==> config.mk <==
export PLATFORM = sky130hd
export DESIGN_NAME = mem_arbiter_flat
export DESIGN_NICKNAME = d
export VERILOG_FILES = /design/src/rtl/mem_arb_pkg.sv /design/src/rtl/mem_arb_if.sv /design/src/rtl/mem_arb_grant.sv /design/src/rtl/mem_arbiter.sv /design/src/flat_wrapper.sv
export SDC_FILE = /design/constraint.sdc
export NUM_CORES = 1
export LEC_CHECK = 0
export ABC_CLOCK_PERIOD_IN_PS = 1700
export CORE_MARGIN = 1
export CORE_UTILIZATION = 35
export DETAILED_ROUTE_END_ITERATION = 12
export PLACE_DENSITY_LB_ADDON = 0.1
export RECOVER_POWER = 25
export REMOVE_ABC_BUFFERS = 1
export SKIP_CTS_REPAIR_TIMING = 1
export SLEW_MARGIN = 15
export SYNTH_ARGS = -nofsm -noshare
export SYNTH_HDL_FRONTEND = slang
export SYNTH_SLANG_ARGS = --single-unit
==> constraint.sdc <==
create_clock -name clk -period 1.7 [get_ports clk]
set_input_delay 0.17 -clock clk [delete_from_list [all_inputs] [get_ports clk]]
set_output_delay 0.17 -clock clk [all_outputs]
set_load 0.005 [all_outputs]
==> src/rtl/mem_arb_pkg.sv <==
`default_nettype none
// ============================================================================
// Module      : mem_arb_pkg
// Description : Shared types and constants for the two-to-one memory arbiter.
//               Optional feature macro: MEM_ARB_ROUND_ROBIN_EN
// Revision    : 1.0 - initial release
// ============================================================================
package mem_arb_pkg;

   // Default bus geometry
   localparam int DEF_ADDR_WIDTH = 32;
   localparam int DEF_DATA_WIDTH = 32;
   localparam int DEF_MASK_WIDTH = DEF_DATA_WIDTH / 8;

   // Arbiter FSM encoding
   typedef enum logic [1:0] {
      IDLE = 2'd0,
      REQ  = 2'd1,
      RESP = 2'd2
   } state_t;

   // Request flag encoding
   localparam logic [1:0] RW_IDLE  = 2'b00;
   localparam logic [1:0] RW_READ  = 2'b01;
   localparam logic [1:0] RW_WRITE = 2'b10;

   // Master identifiers
   localparam logic GNT_IC = 1'b0;
   localparam logic GNT_DC = 1'b1;

   // Collapse the illegal 11 encoding onto a write: bit[1] dominates.
   function automatic logic [1:0] norm_rw(input logic [1:0] flag);
      if (flag[1]) begin
         return RW_WRITE;
      end else if (flag[0]) begin
         return RW_READ;
      end
      return RW_IDLE;
   endfunction

endpackage : mem_arb_pkg
`default_nettype wire

==> src/rtl/mem_arb_if.sv <==
`default_nettype none
// ============================================================================
// Module      : mem_arb_if
// Description : Bundle of icache, dcache and main-memory request/response
//               signals. The arbiter connects through the slave modport,
//               the requesters/memory environment through the master one.
//               Optional feature macro: MEM_ARB_ROUND_ROBIN_EN (no effect here)
// Revision    : 1.0 - initial release
// ============================================================================
interface mem_arb_if #(
   parameter int ADDR_WIDTH = 32,
   parameter int DATA_WIDTH = 32,
   parameter int MASK_WIDTH = 4
);

   // icache side
   logic [1:0]            ic_rw_flag;
   logic [ADDR_WIDTH-1:0] ic_addr;
   logic [DATA_WIDTH-1:0] ic_write_data;
   logic [MASK_WIDTH-1:0] ic_write_mask;
   logic [DATA_WIDTH-1:0] ic_read_data;
   logic                  ic_busy;
   logic                  ic_done;

   // dcache side
   logic [1:0]            dc_rw_flag;
   logic [ADDR_WIDTH-1:0] dc_addr;
   logic [DATA_WIDTH-1:0] dc_write_data;
   logic [MASK_WIDTH-1:0] dc_write_mask;
   logic [DATA_WIDTH-1:0] dc_read_data;
   logic                  dc_busy;
   logic                  dc_done;

   // main-memory side
   logic [1:0]            mem_rw_flag;
   logic [ADDR_WIDTH-1:0] mem_addr;
   logic [DATA_WIDTH-1:0] mem_write_data;
   logic [MASK_WIDTH-1:0] mem_write_mask;
   logic [DATA_WIDTH-1:0] mem_read_data;
   logic                  mem_busy;
   logic                  mem_done;

   // Arbiter view
   modport slave (
      input  ic_rw_flag, ic_addr, ic_write_data, ic_write_mask,
      output ic_read_data, ic_busy, ic_done,
      input  dc_rw_flag, dc_addr, dc_write_data, dc_write_mask,
      output dc_read_data, dc_busy, dc_done,
      output mem_rw_flag, mem_addr, mem_write_data, mem_write_mask,
      input  mem_read_data, mem_busy, mem_done
   );

   // Requester / memory environment view
   modport master (
      output ic_rw_flag, ic_addr, ic_write_data, ic_write_mask,
      input  ic_read_data, ic_busy, ic_done,
      output dc_rw_flag, dc_addr, dc_write_data, dc_write_mask,
      input  dc_read_data, dc_busy, dc_done,
      input  mem_rw_flag, mem_addr, mem_write_data, mem_write_mask,
      output mem_read_data, mem_busy, mem_done
   );

endinterface : mem_arb_if
`default_nettype wire

==> src/rtl/mem_arb_grant.sv <==
`default_nettype none
// ============================================================================
// Module      : mem_arb_grant
// Description : Winner select between icache and dcache request bits.
//               Fixed dcache priority by default; with MEM_ARB_ROUND_ROBIN_EN
//               a tie is resolved in favour of the pointer's master.
// Revision    : 1.0 - initial release
// ============================================================================
module mem_arb_grant
   import mem_arb_pkg::*;
(
   input  logic ic_req_i,
   input  logic dc_req_i,
`ifdef MEM_ARB_ROUND_ROBIN_EN
   input  logic ptr_i,
`endif
   output logic valid_o,
   output logic gnt_o
);

   // Pick a winner; a lone requester always wins.
   always_comb begin
      valid_o = ic_req_i | dc_req_i;
      gnt_o   = GNT_IC;
      if (ic_req_i && dc_req_i) begin
`ifdef MEM_ARB_ROUND_ROBIN_EN
         gnt_o = ptr_i;
`else
         gnt_o = GNT_DC;
`endif
      end else if (dc_req_i) begin
         gnt_o = GNT_DC;
      end
   end

endmodule : mem_arb_grant
`default_nettype wire

==> src/rtl/mem_arbiter.sv <==
`default_nettype none
// ============================================================================
// Module      : mem_arbiter
// Description : Two-to-one arbiter between the icache and dcache memory ports
//               and one main-memory port. Latches one request, holds it on
//               the memory port until mem_done, then returns read data with a
//               one-cycle done pulse to the granted cache.
//               Optional feature macro: MEM_ARB_ROUND_ROBIN_EN (round-robin
//               tie break instead of fixed dcache priority).
// Revision    : 1.0 - initial release
// ============================================================================
module mem_arbiter
   import mem_arb_pkg::*;
#(
   parameter int ADDR_WIDTH = DEF_ADDR_WIDTH,
   parameter int DATA_WIDTH = DEF_DATA_WIDTH,
   parameter int MASK_WIDTH = DEF_MASK_WIDTH
) (
   input  logic      clk,
   input  logic      rst,
   mem_arb_if.slave  bus_if
);

   state_t                state_q, state_d;
   logic                  gnt_q, gnt_d;
   logic                  busy_q, busy_d;
   logic [1:0]            mem_rw_q, mem_rw_d;
   logic [ADDR_WIDTH-1:0] mem_addr_q, mem_addr_d;
   logic [DATA_WIDTH-1:0] mem_wdata_q, mem_wdata_d;
   logic [MASK_WIDTH-1:0] mem_wmask_q, mem_wmask_d;
   logic [DATA_WIDTH-1:0] ic_rdata_q, ic_rdata_d;
   logic [DATA_WIDTH-1:0] dc_rdata_q, dc_rdata_d;
   logic                  ic_done_q, ic_done_d;
   logic                  dc_done_q, dc_done_d;
`ifdef MEM_ARB_ROUND_ROBIN_EN
   logic                  ptr_q, ptr_d;
`endif

   logic w_ic_req;
   logic w_dc_req;
   logic w_req_valid;
   logic w_gnt;

   assign w_ic_req = (bus_if.ic_rw_flag != RW_IDLE);
   assign w_dc_req = (bus_if.dc_rw_flag != RW_IDLE);

   mem_arb_grant u_grant (
      .ic_req_i (w_ic_req),
      .dc_req_i (w_dc_req),
`ifdef MEM_ARB_ROUND_ROBIN_EN
      .ptr_i    (ptr_q),
`endif
      .valid_o  (w_req_valid),
      .gnt_o    (w_gnt)
   );

   // Next-state and next-register values; every field defaults to hold.
   always_comb begin
      state_d     = state_q;
      gnt_d       = gnt_q;
      busy_d      = busy_q;
      mem_rw_d    = mem_rw_q;
      mem_addr_d  = mem_addr_q;
      mem_wdata_d = mem_wdata_q;
      mem_wmask_d = mem_wmask_q;
      ic_rdata_d  = ic_rdata_q;
      dc_rdata_d  = dc_rdata_q;
      ic_done_d   = 1'b0;
      dc_done_d   = 1'b0;
`ifdef MEM_ARB_ROUND_ROBIN_EN
      ptr_d       = ptr_q;
`endif
      case (state_q)
         IDLE: begin
            // Memory backpressure blocks the grant entirely.
            if (w_req_valid && !bus_if.mem_busy) begin
               state_d = REQ;
               gnt_d   = w_gnt;
               busy_d  = 1'b1;
               if (w_gnt == GNT_DC) begin
                  mem_rw_d    = norm_rw(bus_if.dc_rw_flag);
                  mem_addr_d  = bus_if.dc_addr;
                  mem_wdata_d = bus_if.dc_write_data;
                  mem_wmask_d = bus_if.dc_write_mask;
               end else begin
                  mem_rw_d    = norm_rw(bus_if.ic_rw_flag);
                  mem_addr_d  = bus_if.ic_addr;
                  mem_wdata_d = bus_if.ic_write_data;
                  mem_wmask_d = bus_if.ic_write_mask;
               end
`ifdef MEM_ARB_ROUND_ROBIN_EN
               ptr_d = ~w_gnt;
`endif
            end
         end
         REQ: begin
            // Write responses also capture read data; requesters ignore it.
            if (bus_if.mem_done) begin
               state_d  = RESP;
               mem_rw_d = RW_IDLE;
               if (gnt_q == GNT_DC) begin
                  dc_rdata_d = bus_if.mem_read_data;
                  dc_done_d  = 1'b1;
               end else begin
                  ic_rdata_d = bus_if.mem_read_data;
                  ic_done_d  = 1'b1;
               end
            end
         end
         RESP: begin
            state_d = IDLE;
            busy_d  = 1'b0;
         end
         default: begin
            state_d  = IDLE;
            busy_d   = 1'b0;
            mem_rw_d = RW_IDLE;
         end
      endcase
   end

   // State and datapath registers with synchronous active-low reset.
   always_ff @(posedge clk) begin
      if (!rst) begin
         state_q     <= IDLE;
         gnt_q       <= GNT_IC;
         busy_q      <= 1'b0;
         mem_rw_q    <= RW_IDLE;
         mem_addr_q  <= '0;
         mem_wdata_q <= '0;
         mem_wmask_q <= '0;
         ic_rdata_q  <= '0;
         dc_rdata_q  <= '0;
         ic_done_q   <= 1'b0;
         dc_done_q   <= 1'b0;
`ifdef MEM_ARB_ROUND_ROBIN_EN
         ptr_q       <= GNT_DC;
`endif
      end else begin
         state_q     <= state_d;
         gnt_q       <= gnt_d;
         busy_q      <= busy_d;
         mem_rw_q    <= mem_rw_d;
         mem_addr_q  <= mem_addr_d;
         mem_wdata_q <= mem_wdata_d;
         mem_wmask_q <= mem_wmask_d;
         ic_rdata_q  <= ic_rdata_d;
         dc_rdata_q  <= dc_rdata_d;
         ic_done_q   <= ic_done_d;
         dc_done_q   <= dc_done_d;
`ifdef MEM_ARB_ROUND_ROBIN_EN
         ptr_q       <= ptr_d;
`endif
      end
   end

   assign bus_if.mem_rw_flag    = mem_rw_q;
   assign bus_if.mem_addr       = mem_addr_q;
   assign bus_if.mem_write_data = mem_wdata_q;
   assign bus_if.mem_write_mask = mem_wmask_q;
   assign bus_if.ic_read_data   = ic_rdata_q;
   assign bus_if.dc_read_data   = dc_rdata_q;
   assign bus_if.ic_done        = ic_done_q;
   assign bus_if.dc_done        = dc_done_q;
   assign bus_if.ic_busy        = busy_q;
   assign bus_if.dc_busy        = busy_q;

endmodule : mem_arbiter
`default_nettype wire
==> src/flat_wrapper.sv <==
// flat-port wrapper written by rule: the top's interface ports become plain ports
module mem_arbiter_flat import mem_arb_pkg::*;
#(
   parameter int ADDR_WIDTH = DEF_ADDR_WIDTH,
   parameter int DATA_WIDTH = DEF_DATA_WIDTH,
   parameter int MASK_WIDTH = DEF_MASK_WIDTH
)
  (clk, rst, bus_if_ic_rw_flag, bus_if_ic_addr, bus_if_ic_write_data, bus_if_ic_write_mask, bus_if_ic_read_data, bus_if_ic_busy, bus_if_ic_done, bus_if_dc_rw_flag, bus_if_dc_addr, bus_if_dc_write_data, bus_if_dc_write_mask, bus_if_dc_read_data, bus_if_dc_busy, bus_if_dc_done, bus_if_mem_rw_flag, bus_if_mem_addr, bus_if_mem_write_data, bus_if_mem_write_mask, bus_if_mem_read_data, bus_if_mem_busy, bus_if_mem_done);
  mem_arb_if #(.ADDR_WIDTH(ADDR_WIDTH), .DATA_WIDTH(DATA_WIDTH), .MASK_WIDTH(MASK_WIDTH)) bus_if_i ();
  input  logic clk;
  input  logic rst;
  input wire logic [$bits(bus_if_i.ic_rw_flag)-1:0] bus_if_ic_rw_flag;
  input wire logic [$bits(bus_if_i.ic_addr)-1:0] bus_if_ic_addr;
  input wire logic [$bits(bus_if_i.ic_write_data)-1:0] bus_if_ic_write_data;
  input wire logic [$bits(bus_if_i.ic_write_mask)-1:0] bus_if_ic_write_mask;
  output wire logic [$bits(bus_if_i.ic_read_data)-1:0] bus_if_ic_read_data;
  output wire logic [$bits(bus_if_i.ic_busy)-1:0] bus_if_ic_busy;
  output wire logic [$bits(bus_if_i.ic_done)-1:0] bus_if_ic_done;
  input wire logic [$bits(bus_if_i.dc_rw_flag)-1:0] bus_if_dc_rw_flag;
  input wire logic [$bits(bus_if_i.dc_addr)-1:0] bus_if_dc_addr;
  input wire logic [$bits(bus_if_i.dc_write_data)-1:0] bus_if_dc_write_data;
  input wire logic [$bits(bus_if_i.dc_write_mask)-1:0] bus_if_dc_write_mask;
  output wire logic [$bits(bus_if_i.dc_read_data)-1:0] bus_if_dc_read_data;
  output wire logic [$bits(bus_if_i.dc_busy)-1:0] bus_if_dc_busy;
  output wire logic [$bits(bus_if_i.dc_done)-1:0] bus_if_dc_done;
  output wire logic [$bits(bus_if_i.mem_rw_flag)-1:0] bus_if_mem_rw_flag;
  output wire logic [$bits(bus_if_i.mem_addr)-1:0] bus_if_mem_addr;
  output wire logic [$bits(bus_if_i.mem_write_data)-1:0] bus_if_mem_write_data;
  output wire logic [$bits(bus_if_i.mem_write_mask)-1:0] bus_if_mem_write_mask;
  input wire logic [$bits(bus_if_i.mem_read_data)-1:0] bus_if_mem_read_data;
  input wire logic [$bits(bus_if_i.mem_busy)-1:0] bus_if_mem_busy;
  input wire logic [$bits(bus_if_i.mem_done)-1:0] bus_if_mem_done;
  assign bus_if_i.ic_rw_flag = bus_if_ic_rw_flag;
  assign bus_if_i.ic_addr = bus_if_ic_addr;
  assign bus_if_i.ic_write_data = bus_if_ic_write_data;
  assign bus_if_i.ic_write_mask = bus_if_ic_write_mask;
  assign bus_if_ic_read_data = bus_if_i.ic_read_data;
  assign bus_if_ic_busy = bus_if_i.ic_busy;
  assign bus_if_ic_done = bus_if_i.ic_done;
  assign bus_if_i.dc_rw_flag = bus_if_dc_rw_flag;
  assign bus_if_i.dc_addr = bus_if_dc_addr;
  assign bus_if_i.dc_write_data = bus_if_dc_write_data;
  assign bus_if_i.dc_write_mask = bus_if_dc_write_mask;
  assign bus_if_dc_read_data = bus_if_i.dc_read_data;
  assign bus_if_dc_busy = bus_if_i.dc_busy;
  assign bus_if_dc_done = bus_if_i.dc_done;
  assign bus_if_mem_rw_flag = bus_if_i.mem_rw_flag;
  assign bus_if_mem_addr = bus_if_i.mem_addr;
  assign bus_if_mem_write_data = bus_if_i.mem_write_data;
  assign bus_if_mem_write_mask = bus_if_i.mem_write_mask;
  assign bus_if_i.mem_read_data = bus_if_mem_read_data;
  assign bus_if_i.mem_busy = bus_if_mem_busy;
  assign bus_if_i.mem_done = bus_if_mem_done;
  mem_arbiter #(.ADDR_WIDTH(ADDR_WIDTH), .DATA_WIDTH(DATA_WIDTH), .MASK_WIDTH(MASK_WIDTH)) u_core (.clk(clk), .rst(rst), .bus_if(bus_if_i));
endmodule
==> impl_metrics.py <==
metrics = {
    "outcome": {
        "status": "complete, no violations",
    },
    "placed_design": {
        "preCtsSetupSlack_ps": -192,
        "hpwl_mm": 14.4,
        "port_buffers": 313,
        "gp_congestion": 0.761,
    },
    "sta": {
        "rsz0062_at_grt": "no",
        "setup_viol": 0,
        "post-route-period-util_pct": 91.8,
        "slew_headroom_pct": 69.4,
        "skew_ps": 5.83,
        "worst_pin_slew_ps": 459,
        "period_needed_ps": 1560,
        "timing.final.ws_setup_ps": 139,
        "slew_viol_final": 0,
        "finalHoldViolations": 0,
        "max_freq_ghz": 0.641,
    },
    "worst_hold_path": {
        "hold_end": "u_core.bus_if.ic_read_data[0]$_SDFFE_PN0P_",
        "whs_path_depth": 3,
        "min_from": "bus_if_mem_read_data[0]",
        "hold_path_class": "primary input to flip-flop",
    },
    "setup_path": {
        "rrSetupSlack_ps": 140,
        "cp_max_fo": 34,
        "end_kind": "flip-flop",
        "worstReg2RegEnd": "u_core.bus_if.mem_addr[23]$_SDFFE_PN0P_",
        "arrival_ps": 1830,
        "crit-reg2reg-launch": "u_core.state_q[0]$_SDFFE_PN0P_",
        "critPathLaunchType": "flip-flop",
        "reg2regPathDepth": 4,
        "crit_start": "u_core.state_q[0]$_SDFFE_PN0P_",
        "crit_required_ps": 1970,
        "crit_type": "flip-flop to flip-flop",
    },
    "drt": {
        "drc": 0,
        "wirelength_mm": 20.9,
        "vias": 6317,
        "drtPass1Iterations": 6,
        "routed_via_density": 5.12,
        "ant_nets": 0,
        "post_drt_wl_per_cell_um": 17.0,
        "drt_iter0_markers": 318,
    },
    "grt": {
        "grtUsageTotal_pct": 22.9,
        "grt_pass1_vias": 6104,
        "antenna_found_initial": 0,
        "grt_max_degree": 49,
        "grt-ovfl-total": 0,
        "grt_pass1_wl_mm": 32.7,
    },
    "power": {
        "peakVddDrop_mv": 0.642,
        "total_leakage_power_nw": 3.44,
        "cellPowerDensity_nw_per_um2": 881,
        "power.total_mw": 8.91,
    },
    "synth": {
        "synth_seq_area_share_pct": 45.6,
        "ys.warnings.count": 0,
        "synthDistinctLibCells": 28,
        "syn-cell-area_um2": 6150,
        "synthCells": 713,
        "ys_ff_latch": 140,
        "syn_avg_cell_area_um2": 8.63,
    },
    "die": {
        "ios": 314,
        "num_rows": 48,
        "die-area_um2": 18100,
        "fp.dieW_um": 135,
        "die_y_um": 135,
        "initial_core_util_pct": 35.7,
        "coreArea_um2": 17200,
    },
    "cells_and_area": {
        "nets": 1172,
        "final_common_cell": "clkdlybuf4s50_1",
        "drive_above_1_share_pct": 13.7,
        "area_delta_synth_final_pct": 64.5,
        "num_antenna_cells": 0,
        "final_util_pct": 58.7,
        "nFillCells": 1566,
        "final_cell_mix": "291 x clkdlybuf4s50_1, 198 x nand2_1, 140 x dfxtp_1",
    },
    "clocking": {
        "clock-sinks": 140,
        "htreeDepth": 4,
        "cts_root_buf": "clkbuf_16",
        "cts.clk_slew.worst_paths_ps": 70,
        "clkLatencyLatePin_ps": 410,
        "tritoncts": "done",
        "cts_made_buffers": 17,
        "clk_path_buf_depth": 2,
    },
    "job": {
        "max-cap-violations": 0,
    },
}
[synthesized netlist by cell type, drive strengths merged]
cell / n / area share [%]
and4b: 2 / 0.33
a311oi: 68 / 17
nor2b: 3 / 0.31
and2: 1 / 0.10
dfxtp: 140 / 46
inv: 2 / 0.12
or4: 1 / 0.18
o21a: 2 / 0.24
clkbuf: 65 / 4.0
nor2: 4 / 0.24
o211ai: 1 / 0.12
nand2: 198 / 12
nand4bb: 1 / 0.18
a211oi: 1 / 0.12
nor4bb: 1 / 0.16
buf: 14 / 2.2
o21ai: 69 / 5.6
nand4b: 1 / 0.14
nor3b: 1 / 0.12
mux2i: 2 / 0.33
o2111ai: 1 / 0.14
nor3: 1 / 0.16
a21oi: 133 / 11
a21bo: 1 / 0.16
[area by class of cell]
class | count | area (um2) | share of cell area, %
clock buffer | 17 | 425 | 4.20
inverter | 2 | 12.5 | 0.124
clock inverter | 15 | 130 | 1.29
tap | 225 | 282 | 2.78
sequential | 140 | 2800 | 27.7
multi-input combinational | 492 | 2990 | 29.6
timing repair buffer | 343 | 3470 | 34.3
[how the worst max path moves through the flow]
stage                                                               to  cells past startpoint  slack (ps)
after CTS                 u_core.bus_if.mem_write_data[2]$_SDFFE_PN0P_                      4         140
final                          u_core.bus_if.mem_addr[23]$_SDFFE_PN0P_                      4         140
after global placement         u_core.bus_if.mem_addr[30]$_SDFFE_PN0P_                      5        -140
after global routing        u_core.bus_if.ic_read_data[1]$_SDFFE_PN0P_                      5          40
after detailed placement       u_core.bus_if.mem_addr[10]$_SDFFE_PN0P_                      5        -190
after floorplan                 u_core.bus_if.mem_addr[0]$_SDFFE_PN0P_                      3       -3550
[logic make-up after synthesis]
group,synth area share [%]
AO/OA/AOI/OAI,33.8
buffers and inverters,6.27
flip-flops,45.6
multiplexers,0.325
AND/OR/NAND/NOR,14.0
[stage by stage]
step	cell area (um2)	std cells	hold WS, ps	setup TNS, ps
floorplan	5770	634	288	-305170
global placement	9580	1202	441	-8640
detailed placement	9580	1202	446	-11450
CTS	10100	1234	314	0
global route	10100	1234	331	0
finish	10100	1234	333	0
[registers in the layout, indices dropped and copies added (netlist names)]
signal                        cells
u_core.bus_if.ic_done             1
u_core.bus_if.mem_rw_flag         2
u_core.bus_if.ic_read_data       32
u_core.bus_if.dc_read_data       32
u_core.state_q                    2
u_core.bus_if.mem_write_mask      4
u_core.bus_if.dc_done             1
u_core.bus_if.mem_write_data     32
u_core.bus_if.mem_addr           32
u_core.bus_if.dc_busy             1
u_core.gnt_q                      1
[routing by layer]
layer  part of all wire (%)  vias to the layer above  global-route usage (%)
li1                       -                     3091                       -
met1                     41                     2954                    27.0
met2                     49                      249                    39.3
met3                    8.4                       23                    7.24
met4                    1.7                        0                    7.68
met5                      0                        -                       0
[worst max-delay path, stage by stage (launching register included)]
cell      delay (ps)
dfxtp_1          340
nor3_4           390
and2_4           280
buf_12           250
a311oi_2         140
[report_power, final]
part	total, mW	internal [mW]	switching [mW]
Sequential	3.60	3.49	0.112
Clock	3.51	1.92	1.59
Combinational	1.80	1.04	0.765
Total	8.91	6.44	2.47
(Power assumes the default switching activity.)
